<file path="src/rtl/hls_deadlock_monitor_param.sv">
// Deadlock monitor for HLS dataflow regions: registered any-block OR, saturating
// consecutive-stall counter, and a sticky deadlock flag with a snapshot of the blocking sources.
module hls_deadlock_monitor_param #(
  parameter int unsigned N_AXIS    = 2,
  parameter int unsigned N_INST    = 1,
  parameter int unsigned CNT_W     = 16,
  parameter int unsigned THRESHOLD = 1024
) (
  input  logic                     clock,
  input  logic                     reset,
  input  logic [N_AXIS-1:0]        axis_block_sigs,
  input  logic [N_INST-1:0]        inst_idle_sigs,
  input  logic [N_INST-1:0]        inst_block_sigs,
  input  logic                     clear,
  output logic                     block,
  output logic                     deadlock,
  output logic [N_AXIS+N_INST-1:0] block_src,
  output logic [CNT_W-1:0]         stall_cnt
);

  // state     | meaning
  // S_IDLE    | no stall in progress, stall_cnt = 0
  // S_COUNT   | stall in progress, deadlock not yet latched
  // S_LATCHED | deadlock latched; held until clear or reset
  typedef enum logic [1:0] {S_IDLE, S_COUNT, S_LATCHED} state_t;

  localparam logic [CNT_W-1:0] CNT_MAX = '1;
  localparam logic [CNT_W-1:0] THR_M1  = CNT_W'(THRESHOLD - 1);

  state_t             state;
  logic [N_INST-1:0]  inst_active_block;
  logic               any_block;
  logic               detect;

  // An idle instance is never considered blocked, whatever its block line says.
  assign inst_active_block = inst_block_sigs & ~inst_idle_sigs;
  assign any_block         = (|axis_block_sigs) | (|inst_active_block);
  assign detect            = any_block && (stall_cnt == THR_M1);

  always_ff @(posedge clock) begin
    if (reset) begin
      state     <= S_IDLE;
      block     <= 1'b0;
      deadlock  <= 1'b0;
      block_src <= '0;
      stall_cnt <= '0;
    end else begin
      block <= any_block;
      if (clear) begin
        // Clear wins over a same-cycle detection; counting restarts from zero.
        state     <= S_IDLE;
        deadlock  <= 1'b0;
        block_src <= '0;
        stall_cnt <= '0;
      end else begin
        if (!any_block)
          stall_cnt <= '0;
        else if (stall_cnt != CNT_MAX)
          stall_cnt <= stall_cnt + CNT_W'(1);

        case (state)
          S_IDLE, S_COUNT: begin
            if (detect) begin
              state     <= S_LATCHED;
              deadlock  <= 1'b1;
              block_src <= {inst_active_block, axis_block_sigs};
            end else if (any_block) begin
              state <= S_COUNT;
            end else begin
              state <= S_IDLE;
            end
          end
          S_LATCHED: state <= S_LATCHED;
          default:   state <= S_IDLE;
        endcase
      end
    end
  end

endmodule

</file>
<file path="config.mk">
export PLATFORM = sky130hd
export DESIGN_NAME = hls_deadlock_monitor_param
export DESIGN_NICKNAME = d
export VERILOG_FILES = /design/src/rtl/hls_deadlock_monitor_param.sv
export SDC_FILE = /design/constraint.sdc
export NUM_CORES = 1
export LEC_CHECK = 0
export BUFFER_PORTS_ARGS = -buffer_cell sky130_fd_sc_hd__buf_4
export CAP_MARGIN = 20
export CORE_ASPECT_RATIO = 1.4
export CORE_MARGIN = 10
export CORE_UTILIZATION = 40
export DETAILED_ROUTE_END_ITERATION = 16
export PLACE_DENSITY = 0.67
export SLEW_MARGIN = 10
export SYNTH_ARGS = -nofsm -noshare
export SYNTH_HDL_FRONTEND = slang
export SYNTH_SLANG_ARGS = --single-unit
</file>
<file path="constraint.sdc">
create_clock -name clock -period 2.2 [get_ports clock]
set_input_delay 0.22 -clock clock [delete_from_list [all_inputs] [get_ports clock]]
set_output_delay 0.22 -clock clock [all_outputs]
set_load 0.05 [all_outputs]
</file>
==> metrics.txt <==
vias in the first global route 1025; CP Launch Point stall_cnt[0]; DR vias 1033; CTS Buf Count 3; Worst R2R Setup Slack between 300 and 400 ps; worst hold start reset; #FFs+latches synth 23; Initial Utilization between 40% and 50%; final core area utilization ~52%; RR Endpoint block_src[2]; worst setup path class reg2reg; Yosys cell types 39; CTS root buf clkbuf_4; min Tclk post-route 1900 ps; diodes inserted 0; PostCTS Resize Cnt 0; worst r2r path cells 5; area leader, netlist dfxtp_1; VDD IR-drop max 0.285 mV; worst hold endpoint block; clock tree buffer depth 2; Worst Path Max Fanout 6; top post-synthesis cells by area dfxtp_1, nand2_1, mux2i_1; CTS tree built; worst hold slack 72.5 ps; WL per Instance 14.2 µm; routability cong. 0.767; measured slew at the worst slew-check pin between 500 and 600 ps; FF-to-FF Start stall_cnt[0]; Final HPWL DP 2050 µm; CP arrival between 2000 and 2500 ps; Sum Neg Setup Slack 0 ps; Ys Warns 0; Hold Crit Class in2reg; row cnt 22; Synth Instances around 120; gr ovfl total 0; drt first pass iters 4; most common cell after layout, fill and taps aside buf_4; top-level port count 28; part of the Yosys area used for sequential elements 41.8%; Die W between 60 and 70 µm; slowest CP cell nor4_1; max_slew headroom 65.5%; Hold Buf Count CTS 0; RSZ-0062 raised after global routing false; status finished, final reports clean; CP bufs+invs 0; vias per std cell 5.47; Post-Place Setup Slack between 300 and 400 ps; hold path cells 2; Die Y approximately 82 µm; initial antenna violation count 0; clock slew at reported path FFs 120 ps; Final setup viols 0; final period utilization a little under nine tenths; core box area 0.00264 mm²; first-pass GRT wire length 4490 µm; layout cells sized above 1 26.8%; element type at the critical path end flip-flop; Max Cap Viol 0; Die ar. 0.00528 mm²; Slew Limit Fails 0; Leak Pwr roughly 0.54 nW; Startpoint Class flip-flop; cell area after placement 0.00135 mm²; detailed-route DRC error count 0; fin worst setup slack 305 ps; Area Overhead vs Synth 25.2%; ANT nets after route 0; post-synthesis area per instance a little under 9 µm²; Worst path top cell family by delay simple AND/OR/NAND/NOR gates; largest net degree at the start of global routing 19; global-route usage over all layers 10.1%; syn nets 132; fin area 0.00138 mm²; clk_skew 10.5 ps; PortBufs 27; PD cells between 400 and 500 mW/mm²; crit-path max cell delay ~430 ps; final net count 162; Final Hold Fails 0; clk_lat worst skew 300 ps; H-tree depth 1; Max Freq approximately 0.53 GHz; DRT Wirelength around 2700 µm; commonest non-fill, non-tap cells in the layout buf_4, dfxtp_1, nand2_1; post-synth top area share 41.8%; synthesized area 0.00110 mm²; Iteration-0 DRC Markers 17; critical path, cell by cell ha_1 -> nand3_1 -> nor4_1 -> and2_1 -> mux2i_1; clk sinks 23; Post-CTS Setup Inserts 0; WP data required 2440 ps
-- report_power, final --
group          switching, mW  total, mW  internal [mW]
registers            0.00279      0.423          0.421
logic                 0.0291     0.0472         0.0181
clock network          0.118      0.188         0.0706
total                  0.150      0.659          0.509
-- per-stage QoR --
step,power [mW],cells
detailed placement,0.480,185
CTS,0.671,189
global placement,0.479,185
floorplan,0.459,124
global route,0.695,189
finish,0.659,189
-- kinds of logic (layout without fill, tap and decap cells) --
family | after synthesis | count (layout) | share of synthesized area [%]
AOI/OAI and AO/OA | 23 | 23 | 12.8
buffers and inverters | 6 | 35 | 2.50
and+or+nand+nor | 64 | 64 | 35.6
xor gates and xnor gates | 2 | 2 | 1.59
adders and majority gates | 1 | 1 | 1.14
DFF | 23 | 23 | 41.8
muxes | 5 | 5 | 4.55
-- worst reg2reg max path: cells and delay by family (launching register included) --
kind / cells / cell delay (ps)
flip-flops: 1 / 390
adder cells (fa/ha/maj): 1 / 220
AND/OR/NAND/NOR: 3 / 1020
multiplexers: 1 / 220
-- flip-flops by register name, indices dropped and copies added (netlist names) --
register / count
block: 1
block_src: 3
deadlock: 1
stall_cnt: 16
state: 2
-- Yosys cell counts, drive strengths merged --
master	n
clkbuf	2
o21ai	6
nand3	5
or3	4
dfxtp	23
ha	1
nand2	17
inv	2
nor2	7
nand4	4
xor2	1
and2	1
mux2i	5
or4	4
buf	2
nor2b	3
and3	1
a21boi	1
xnor2	1
a21oi	6
a31oi	2
or4bb	1
nor4bb	1
nor4	5
o31ai	1
o211ai	3
a311oi	1
nor3b	1
nor3	4
or4b	1
nand2b	3
and4	2
o21a	3
-- final cells by class --
cell class                      count  area (µm²)
Sequential cell                    23         463
Timing Repair Buffer               29         218
Clock buffer                        4        26.3
Inverter                            2        7.51
Multi-Input combinational cell     95         619
Tap cell                           36        45.0
Fill cell                         278        1260
-- metal layers --
metal,vias to the layer above,GRT usage (%),share of wire [%]
met5,-,0,0
met4,0,4.29,0.86
li1,518,-,-
met3,4,3.00,6.5
met2,24,17.7,48
met1,487,11.0,45
-- how the worst max path moves through the flow --
stage                   end  slack (ps)  cells past startpoint
2_1_floorplan  stall_cnt[1]         110                      5
3_3_place_gp   block_src[1]         350                      4
3_5_place_dp   block_src[2]         330                      5
4_1_cts        block_src[2]         300                      5
5_1_grt        block_src[0]          80                      5
6_report       block_src[2]         300                      5
Power figures use the tool's default switching activity.
